`config.mk`:
```
export PLATFORM = sky130hd
export DESIGN_NAME = vreg_access_ctrl
export DESIGN_NICKNAME = d
export VERILOG_FILES = /design/src/rtl/vreg_access_ctrl.sv
export SDC_FILE = /design/constraint.sdc
export NUM_CORES = 1
export LEC_CHECK = 0
export BUFFER_PORTS_ARGS = -buffer_cell sky130_fd_sc_hd__buf_2
export CAP_MARGIN = 20
export CORE_MARGIN = 1
export CORE_UTILIZATION = 52
export DETAILED_ROUTE_END_ITERATION = 12
export PLACE_DENSITY = 0.9
export REMOVE_ABC_BUFFERS = 1
export SLEW_MARGIN = 10
export SYNTH_ARGS = -nofsm -noshare
export SYNTH_HDL_FRONTEND = slang
export SYNTH_SLANG_ARGS = --single-unit
```
`constraint.sdc`:
```
create_clock -name Clk -period 2.8 [get_ports Clk]
set_input_delay 0.14 -clock Clk [delete_from_list [all_inputs] [get_ports Clk]]
set_output_delay 0.14 -clock Clk [all_outputs]
set_load 0.005 [all_outputs]
```
`src/rtl/vreg_access_ctrl.sv`:
```
// Round-robin sequencer for the vector register file: grants one whole-vector
// read or write burst at a time to requester A or B and drives the file's ports.
module vreg_access_ctrl #(
    parameter  int VLEN = 16,
    parameter  int AW   = 3,
    localparam int EW   = $clog2(VLEN)
) (
    input  logic          Clk,
    input  logic          Rst_n,
    input  logic          ReqA,
    input  logic          OpA,
    input  logic [AW-1:0] SrcA1,
    input  logic [AW-1:0] SrcA2,
    input  logic [AW-1:0] DstA,
    input  logic          ReqB,
    input  logic          OpB,
    input  logic [AW-1:0] SrcB1,
    input  logic [AW-1:0] SrcB2,
    input  logic [AW-1:0] DstB,
    output logic          GntA,
    output logic          GntB,
    output logic          DoneA,
    output logic          DoneB,
    output logic          Owner,
    output logic          Busy,
    output logic [EW-1:0] Elem,
    output logic          Last,
    output logic [AW-1:0] Addr,
    output logic [AW-1:0] Addr2,
    output logic [AW-1:0] AddrW,
    output logic          RD_s,
    output logic          WR_s
);

    typedef enum logic [1:0] {
        IDLE,
        SETUP,
        BURST,
        DONE
    } state_t;

    localparam logic [EW-1:0] ELEM_MAX = EW'(VLEN - 1);

    state_t        state;
    logic          op_q;
    logic          prefer_b;
    logic          grant_any;
    logic          grant_b;
    logic [EW-1:0] elem_next;

    // B wins only when A is absent or A was the one served last.
    always_comb begin
        grant_any = ReqA | ReqB;
        grant_b   = ReqB & (~ReqA | prefer_b);
        elem_next = Elem + EW'(1);
    end

    always_ff @(posedge Clk or negedge Rst_n) begin
        if (!Rst_n) begin
            state    <= IDLE;
            op_q     <= 1'b0;
            prefer_b <= 1'b0;
            GntA     <= 1'b0;
            GntB     <= 1'b0;
            DoneA    <= 1'b0;
            DoneB    <= 1'b0;
            Owner    <= 1'b0;
            Busy     <= 1'b0;
            Elem     <= '0;
            Last     <= 1'b0;
            Addr     <= '0;
            Addr2    <= '0;
            AddrW    <= '0;
            RD_s     <= 1'b0;
            WR_s     <= 1'b0;
        end else begin
            GntA  <= 1'b0;
            GntB  <= 1'b0;
            DoneA <= 1'b0;
            DoneB <= 1'b0;
            case (state)
                IDLE: begin
                    if (grant_any) begin
                        state <= SETUP;
                        Busy  <= 1'b1;
                        Owner <= grant_b;
                        GntA  <= ~grant_b;
                        GntB  <= grant_b;
                        op_q  <= grant_b ? OpB   : OpA;
                        Addr  <= grant_b ? SrcB1 : SrcA1;
                        Addr2 <= grant_b ? SrcB2 : SrcA2;
                        AddrW <= grant_b ? DstB  : DstA;
                    end
                end
                // Addresses settle for one cycle before the first strobe.
                SETUP: begin
                    state <= BURST;
                    RD_s  <= ~op_q;
                    WR_s  <= op_q;
                    Elem  <= '0;
                    Last  <= (ELEM_MAX == '0);
                end
                BURST: begin
                    if (Elem == ELEM_MAX) begin
                        state <= DONE;
                        RD_s  <= 1'b0;
                        WR_s  <= 1'b0;
                        Elem  <= '0;
                        Last  <= 1'b0;
                        DoneA <= ~Owner;
                        DoneB <= Owner;
                    end else begin
                        Elem <= elem_next;
                        Last <= (elem_next == ELEM_MAX);
                    end
                end
                DONE: begin
                    state    <= IDLE;
                    Busy     <= 1'b0;
                    prefer_b <= ~Owner;
                end
                default: state <= IDLE;
            endcase
        end
    end

endmodule

```
==> results of run 1 <==
power groups by stage:
stage | Clock [mW] | Sequential [mW] | Combinational [mW]
3_5_place_dp | 0 | 0.618 | 0.642
6_report | 0.153 | 0.614 | 0.656
5_1_grt | 0.174 | 0.627 | 0.723
4_1_cts | 0.159 | 0.610 | 0.647
2_1_floorplan | 0 | 0.616 | 0.398
3_3_place_gp | 0 | 0.606 | 0.600
synth_stat cells, drive strengths merged:
master / instances
inv: 11
o21ai: 14
nand3b: 1
nand3: 6
clkbuf: 2
mux2i: 2
a21oi: 10
a31oi: 8
a21o: 1
buf: 3
o32ai: 1
dfrtp: 26
nor3b: 2
a22oi: 1
nor2b: 1
xor2: 2
o22a: 1
a221o: 2
o32a: 1
and3: 2
or3: 1
mux2: 1
nand2: 2
nor2: 8
nand2b: 2
o21a: 1
and2: 2
nand4: 2
ha: 7
placed cells by master, fill, tap and decap left out, types with 2 or more instances in the layout:
cell type and count:
inv_1 11, nand3_1 6, mux2i_1 2, and2_1 2
xor2_1 2, nor2_1 8, a31oi_1 8, nor3b_1 2
a221o_1 2, nand4_1 2, buf_2 46, clkbuf_4 3
nand2_1 2, dfrtp_1 26, nand2b_1 2, a21oi_1 10
o21ai_0 14, ha_1 7
metal layers:
layer | GRT usage, % | wire length, um
met4 | 8.80 | 91
met5 | 0 | 0
met1 | 30.5 | 1230
met2 | 38.6 | 1450
met3 | 2.38 | 125
how the worst min path moves through the flow:
| stage | from | end | depth (start not counted) |
|---|---|---|---|
| 3_3_place_gp | Rst_n | Elem[3] | 1 |
| 6_report | DstB[1] | AddrW[1] | 2 |
| 2_1_floorplan | Rst_n | Addr2[0] | 0 |
| 3_5_place_dp | Rst_n | DoneB | 1 |
| 4_1_cts | DstB[1] | AddrW[1] | 2 |
| 5_1_grt | DstB[1] | AddrW[1] | 2 |
what timing repair did:
action | in CTS | in global routing
hold buffers | 1 | 0
setup endpoints to repair | 0 | 0
endpoints found under the hold margin | 26 | 0
cell families after synthesis:
| family | count (synthesis) | synth area share, % |
|---|---|---|
| XOR/XNOR | 2 | 1.39 |
| AND/OR/NAND/NOR | 29 | 12.6 |
| buffers and inverters | 16 | 5.58 |
| AO/OA/AOI/OAI | 40 | 19.2 |
| flip-flops | 26 | 51.8 |
| adder cells (fa/ha/maj) | 7 | 6.97 |
| multiplexers | 3 | 2.49 |
worst max-delay path, stage by stage, from the launching register on:
cell and delay [ns]:
dfrtp_1 0.44, inv_1 0.13, ha_1 0.22, o21ai_0 0.22, buf_2 0.24, and2_1 0.17
a221o_1 0.27
flip-flops by register name, summed over array words and instances, names as in the netlist, 2 cells and up:
signal,count
Elem,4
Addr2,3
AddrW,3
Addr,3
state,2
metrics by stage:
step,instances,utilization (%),power (mW)
after floorplan,118,-,1.01
after global placement,191,66.0,1.21
after detailed placement,191,66.0,1.26
after CTS,195,67.4,1.42
after global routing,196,67.6,1.52
final,196,67.6,1.42
final cells by class:
cell class              count  area (um^2)  share of cell area, %
clock buffers               3         22.5                   1.48
inverters                  11         41.3                   2.71
multi-input cells          81          536                   35.1
flip-flops and latches     26          651                   42.7
well taps                  28         35.0                   2.30
repair buffers             47          240                   15.8
==> reports/qor.txt, run 1 <==
vias in the first global route: 984
PwrDens: 933 nW/um^2
crit end category: flip-flop
via count: 1,104
DR WL/cell: 14.7 um
Pleak: 0.770 nW
DRC Markers: 0
IO Port Bufs: 45
VDD IR max: 0.587 mV
largest net degree at the start of global routing: 27
Total GRT Usage: 23.0%
flip-flop and latch count after synthesis: 26
RSZ-0062 raised after global routing: false
cell area after layout: 1530 um^2
DR pass1 iterations: 4
worst-margin pin slew: 0.546 ns
initial antenna violation count: 0
sw frac: 38.8%
WP data arrival: 2.02 ns
outcome: finished, final reports clean
critical path class: reg2reg
DRT Wirelength: 2890 um
sequential-to-total area share from yosys stat: 51.8%
min cycle time layout: 1.81 ns
clk root buf: clkbuf_4
diode count: 0
clock-pin slew on the worst setup and hold paths: 0.13 ns
cts repair resizes: 0
mean area per synthesized cell: 10.2 um^2
critical path capture point: Addr2[0]
HPWL after DPL: 2100 um
flop2flop setup slack: 0.99 ns
Slew Viols, Final: 0
Hold Vio Cnt, Final: 0
CTS tree: done
Fill cells: 185
Reg-to-Reg End: Addr2[0]
Final Cycle Share: 64.6%
starting density of the core: 55.7%
detailed router's first-iteration violation count: 27
Synth area leader: dfrtp_1
Critical Path RT: 3.01 ns
HP Class: in2reg
clk_lat worst skew: 0.31 ns
Max Freq: 553 MHz
mapped cell area: 1260 um^2
Clk pwr share: 10.8%
area grow syn2layout: 21.4%
final setup vio count: 0
Critical R2R Launch: state[0]
R2R depth: 6
die footprint: 2620 um^2
first-pass GRT wire length: 4440 um
relative slew slack: 63.6%
clk buf depth: 2
Min Hold Slack: 0.0534 ns
sw power: 0.552 mW
Post-DRT Antenna Nets: 0
top cell type's share of synthesized area: 51.8%
Num CTS Buffers: 3
Crit. Startpoint: state[0]
setup ws final: 0.991 ns
kind of start point of the critical path: flip-flop
setup TNS: 0 ns
Max-Cap Viols: 0
top cells by area, synth: dfrtp_1 (52%), ha_1 (7.0%), o21ai_0 (5.6%)
Remaining Overflow, GRT: 0
Cell Int Power: 0.870 mW
Distinct cells, synth: 31
Flop pwr share: 43.1%
Die Wd: 51.2 um
row count: 17
Post-CTS Setup Repair Bufs: 0
crit-path max FO: 9
pre-CTS setup slack: 0.902 ns
Gate power share: 46.1%
core area: 2250 um^2
CTS Sinks: 26
Synth Warn #: 0
drt via density: 5.63
final setup skew: 0.000633 ns
ratio of cells with drive above 1 in the final layout: 31.0%
cell count after synthesis: 123
Area after DPL: 1490 um^2
nets: 201
GPL Wtd Cong: 0.728
io pins: 46
H-tree levels: 1
Die H: 51.2 um
No activity file was read; power rests on OpenSTA's default activity.
==> run 2: changes to the inputs <==
--- a/config.mk
+++ b/config.mk
@@ -5,12 +5,14 @@
 export SDC_FILE = /design/constraint.sdc
 export NUM_CORES = 1
 export LEC_CHECK = 0
+export ABC_AREA = 1
 export BUFFER_PORTS_ARGS = -buffer_cell sky130_fd_sc_hd__buf_2
 export CAP_MARGIN = 20
+export CORE_ASPECT_RATIO = 2
 export CORE_MARGIN = 1
-export CORE_UTILIZATION = 52
+export CORE_UTILIZATION = 44
 export DETAILED_ROUTE_END_ITERATION = 12
-export PLACE_DENSITY = 0.9
+export PLACE_DENSITY = 0.81
 export REMOVE_ABC_BUFFERS = 1
 export SLEW_MARGIN = 10
 export SYNTH_ARGS = -nofsm -noshare
==> constraint.sdc (replaced) <==
create_clock -name Clk -period 1.6 [get_ports Clk]
set_input_delay 0.08 -clock Clk [delete_from_list [all_inputs] [get_ports Clk]]
set_output_delay 0.08 -clock Clk [all_outputs]
set_load 0.005 [all_outputs]
==> run 2 against run 1 <==
Non-clock buffer count is the same. Flip-flop and latch count unchanged. Clock-buffer cell count did not move. Critical endpoint is now Elem[3].
==> reports/qor.txt, run 2 <==
io pins: 46
cell count after synthesis: 156
WP data arrival: 1.52 ns
die footprint: 3270 um^2
drt via density: 4.95
placed cells: 227
HP Class: in2reg
most frequent cells in the layout: nand2_1 (46), buf_2 (45), dfrtp_1 (26)
setup TNS: 0 ns
Synth top cells by count: nand2_1 (46), dfrtp_1 (26), inv_1 (22)
RSZ-0062 raised after global routing: false
max reg flops: 4
largest net degree at the start of global routing: 27
Die H: 79.9 um
final std cells w/o fill: 232
Distinct cells, synth: 19
Die Wd: 40.9 um
H-tree levels: 1
GPL Wtd Cong: 0.764
relative slew slack: 63.2%
Async S/R FF share, synth: 100%
Post-CTS Setup Repair Bufs: 0
DR WL/cell: 11.5 um
critical path class: reg2reg
Final Cycle Share: 83.8%
Synth area leader: dfrtp_1
min cycle time layout: 1.34 ns
PwrDens: 1650 nW/um^2
commonest non-fill, non-tap cell in the layout: nand2_1
core area: 2800 um^2
sequential-to-total area share from yosys stat: 48.8%
row count: 27
Fill cells: 278
HPWL after DPL: 2110 um
kind of start point of the critical path: flip-flop
crit end category: flip-flop
clk buf depth: 2
CTS tree: done
worst-margin pin slew: 0.552 ns
Hold Vio Cnt, Final: 0
nets: 235
Critical Path RT: 1.78 ns
Synth Warn #: 0
clk_lat worst skew: 0.27 ns
first-pass GRT wire length: 4000 um
# hold bufs at CTS: 1
starting density of the core: 47.6%
most frequent cell after synthesis: nand2_1
Post-DRT Antenna Nets: 0
DRC Markers: 0
Pleak: 0.949 nW
R2R depth: 6
clk root buf: clkbuf_8
mapped cell area: 1330 um^2
Slew Viols, Final: 0
Num CTS Buffers: 3
CTS Sinks: 26
Seq. cell area: 651 um^2
outcome: finished, final reports clean
vias in the first global route: 1,006
diode count: 0
multi-input logic area: 549 um^2
IO Port Bufs: 45
Top reg by flops: Elem
DR pass1 iterations: 4
Total GRT Usage: 17.5%
mean area per synthesized cell: 8.55 um^2
crit-path max FO: 5
via count: 1,149
WHS Path Cells: 3
top cell type's share of synthesized area: 48.8%
Max-Cap Viols: 0
DRT Wirelength: 2670 um
top_reg_cell synth: dfrtp_1
clock-pin slew on the worst setup and hold paths: 0.08 ns
ratio of cells with drive above 1 in the final layout: 27.6%
flip-flop and latch count after synthesis: 26
final setup vio count: 0
cts repair resizes: 0
final setup skew: 0.00304 ns
EDFF count, synth: 0
VDD IR max: 0.797 mV
area grow syn2layout: 22.7%
top cells by area, synth: dfrtp_1 (49%), nand2_1 (13%), ha_1 (6.6%)
detailed router's first-iteration violation count: 30
Remaining Overflow, GRT: 0
Max Freq: 746 MHz
initial antenna violation count: 0
run 2: cell count changes in the layout (fill, tap and decap cells not counted), sizes merged, moves of 7 or more:
cell,delta
nand3b,+7
inv,+12
a21oi,-10
nand3,+11
a31oi,-8
nand2,+48
run 2: cell families (layout without fill, tap and decap cells):
family,Yosys count,count (layout),share of synthesized area (%)
adder cells (fa/ha/maj),7,7,6.57
AND/OR/NAND/NOR,84,84,29.4
flip-flops,26,26,48.8
buffers and inverters,27,74,10.0
AO/OA/AOI/OAI,12,12,5.25
run 2: layout make-up:
class,count,area share (%)
Sequential cell,26,39.8
Clock buffer,3,2.52
Clock inverter,1,1.83
Multi-Input combinational cell,103,33.6
Timing Repair Buffer,47,14.8
Inverter,23,5.28
Tap cell,29,2.22
run 2: worst max-delay path, cell delays in order (launching register included):
cell and delay [ns]:
dfrtp_1 0.41, inv_1 0.10, ha_1 0.35, inv_1 0.10
nor2_1 0.16, nand2_1 0.06, o21ai_0 0.08
run 2: final timing paths:
check                         start  endpoint  slack, ns
hold / removal             SrcA2[0]  Addr2[0]       0.04
max in group asynchronous     Rst_n      Last       0.90
hold reg to reg               Owner     DoneA       0.45
min in group asynchronous     Rst_n      GntB       0.34
setup reg to reg           state[1]   Elem[3]       0.26
setup / recovery           state[1]   Elem[3]       0.26
run 2: per-stage QoR:
step	hold WS [ns]	util (%)	setup WS (ns)	area, um^2	total power [mW]
finish	0.0444	58.4	0.260	1640	2.70
CTS	0.0387	58.4	0.242	1640	2.73
floorplan	-0.216	-	0.281	1290	1.75
global route	0.0478	58.4	0.126	1640	2.97
detailed placement	0.105	55.5	0.267	1560	2.20
global placement	0.101	55.5	0.296	1560	2.15
run 2: where the power goes:
group | internal [mW] | switching (mW) | total (mW)
registers | 0.912 | 0.156 | 1.07
clock network | 0.335 | 0.194 | 0.529
logic | 0.450 | 0.651 | 1.10
run 2: metal layers:
layer | global-route usage, % | up-vias | wire length, um
met3 | 1.67 | 4 | 134
li1 | - | 584 | -
met4 | 7.00 | 0 | 36
met5 | 0 | - | 0
met1 | 16.0 | 525 | 1020
met2 | 33.9 | 36 | 1480
==> run 3: changes to the inputs <==
--- a/config.mk
+++ b/config.mk
@@ -5,14 +5,14 @@
 export SDC_FILE = /design/constraint.sdc
 export NUM_CORES = 1
 export LEC_CHECK = 0
-export ABC_AREA = 1
+export ABC_AREA = 0
 export BUFFER_PORTS_ARGS = -buffer_cell sky130_fd_sc_hd__buf_2
 export CAP_MARGIN = 20
 export CORE_ASPECT_RATIO = 2
 export CORE_MARGIN = 1
-export CORE_UTILIZATION = 44
+export CORE_UTILIZATION = 48
 export DETAILED_ROUTE_END_ITERATION = 12
-export PLACE_DENSITY = 0.81
+export PLACE_DENSITY = 0.85
 export REMOVE_ABC_BUFFERS = 1
 export SLEW_MARGIN = 10
 export SYNTH_ARGS = -nofsm -noshare
==> constraint.sdc (replaced) <==
create_clock -name Clk -period 1.3 [get_ports Clk]
set_input_delay 0.065 -clock Clk [delete_from_list [all_inputs] [get_ports Clk]]
set_output_delay 0.065 -clock Clk [all_outputs]
set_load 0.005 [all_outputs]
==> run 3 against run 2 <==
The run now ends with negative setup slack left. Clock-buffer cell count is 1 higher. Hold slack lost 0.017 ns. Wire length rose by 39%. First-iteration DRC count increased by 13%. Worst setup slack got worse by 0.37 ns. Via count increased by 8.4%. Register-to-register slack worse by 0.37 ns. Die area shrank 13%. Critical path depth decreased by 1. Design area rose by 14%. Critical endpoint is now state[1]. Largest cell class unchanged. Highest routed layer unchanged.
==> reports/qor.txt, run 3 (synthesis gave the netlist of run 1 again) <==
outcome: complete, but fails checks
violated checks: negative setup slack
kind of start point of the critical path: flip-flop
commonest non-fill, non-tap cell in the layout: buf_2
die footprint: 2840 um^2
HPWL after DPL: 2490 um
first-pass GRT wire length: 5530 um
Num CTS Buffers: 3
Remaining Overflow, GRT: 0
worst-margin pin slew: 0.584 ns
RSZ-0062 raised after global routing: true
critical path's slowest cell: dfrtp_1
DR pass1 iterations: 4
Max-Cap Viols: 0
clock-pin slew on the worst setup and hold paths: 0.09 ns
CTS Sinks: 26
crit-path max FO: 3
area grow syn2layout: 47.9%
critical-path cell list: inv_2, ha_4, nor3b_4, a21oi_2, mux2_4
DRC Markers: 0
nets: 226
Slew Viols, Final: 0
pre-CTS setup slack: -0.151 ns
R2R depth: 5
max reg flops: 4
final setup vio count: 8
relative slew slack: 61.1%
Fill cells: 159
clk root buf: clkbuf_8
VDD IR max: 1.50 mV
IO Port Bufs: 45
drt via density: 5.63
Hold Vio Cnt, Final: 0
row count: 25
multi-input logic area: 628 um^2
crit end category: flip-flop
most frequent cells in the layout: buf_2 (45), dfrtp_1 (26), buf_4 (21)
Final Cycle Share: 109%
setup ws final: -0.111 ns
HP Class: in2reg
critical path class: reg2reg
GPL Wtd Cong: 0.833
Post-DRT Antenna Nets: 0
Pleak: 0.924 nW
WHS Path Cells: 2
WP data arrival: 1.58 ns
io pins: 46
PwrDens: 2180 nW/um^2
clk buf depth: 2
DRT Wirelength: 3720 um
Die Wd: 38.2 um
min cycle time layout: 1.41 ns
CP peak stage delay: 0.40 ns
final setup skew: 0.00438 ns
H-tree levels: 1
starting density of the core: 52.2%
diode count: 0
CTS tree: done
Max Freq: 709 MHz
Critical Path RT: 1.47 ns
Total GRT Usage: 28.2%
Die H: 74.3 um
clk_lat worst skew: 0.28 ns
Area after DPL: 1640 um^2
largest net degree at the start of global routing: 27
Top reg by flops: Elem
detailed router's first-iteration violation count: 34
initial antenna violation count: 0
core area: 2410 um^2
vias in the first global route: 1,245
cell area after layout: 1860 um^2
Seq. cell area: 651 um^2
ratio of cells with drive above 1 in the final layout: 49.0%
DR WL/cell: 16.8 um
via count: 1,245
## run 3: changes by cell type in the layout (fill, tap and decap cells not counted), moves of 7 or more
cell and change:
nand3b_1 -7, nand3_1 -12, buf_4 +20, inv_1 -14
nand2_1 -45, a31oi_1 +8, a21oi_1 +8
## run 3: final cells by class
type,count,share of cell area [%]
clock buffers,4,2.96
inverters,11,2.22
well taps,27,1.82
flip-flops and latches,26,35.0
repair buffers,72,24.2
multi-input cells,81,33.8
## run 3: final timing paths
kind | endpoint | slack, ns | startpoint
setup / recovery | state[1] | -0.11 | state[1]
hold / removal | AddrW[1] | 0.03 | DstA[1]
setup reg to reg | state[1] | -0.11 | state[1]
hold reg to reg | DoneA | 0.51 | Owner
max in group asynchronous | AddrW[0] | 0.61 | Rst_n
min in group asynchronous | Elem[0] | 0.31 | Rst_n
## run 3: metal layers
metal  vias up  global-route usage, %  routed length (um)
met5         -                      0                   0
met4         0                   18.3                 170
met3        13                   3.58                 202
met2        52                   51.2                2080
met1       603                   27.9                1270
li1        577                      -                   -
## run 3: timing repair
action | in CTS | in global routing
buffers inserted | 3 | 2
hold buffers | 1 | 0
endpoints found under the setup margin | 17 | 19
pin swaps | 6 | 2
hold endpoints to repair | 26 | 0
gates resized for setup | 18 | 11
## run 3: report_power, final
part | internal [mW] | switching, mW
Sequential | 1.12 | 0.188
Combinational | 1.18 | 1.04
Clock | 0.272 | 0.260
Total | 2.57 | 1.49
## run 3: stage by stage
step	power, mW	utilization, %	std cells	hold WS (ns)	TNS, ns
detailed placement	3.02	68.3	211	0.0919	-1.40
CTS	3.84	74.6	219	0.0380	-0.0792
floorplan	2.18	-	118	-0.231	-2.04
finish	4.06	77.1	221	0.0271	-0.309
global placement	2.91	68.3	211	0.0836	-0.393
global route	4.31	77.1	221	0.0343	-1.01
## run 3: worst max-delay path: cells and delay by family (launching register included)
kind / cells / cell delay, ns
adders and majority gates: 1 / 0.17
DFF: 1 / 0.40
AOI/OAI and AO/OA: 1 / 0.18
and+or+nand+nor: 1 / 0.16
buffers and inverters: 1 / 0.07
muxes: 1 / 0.32
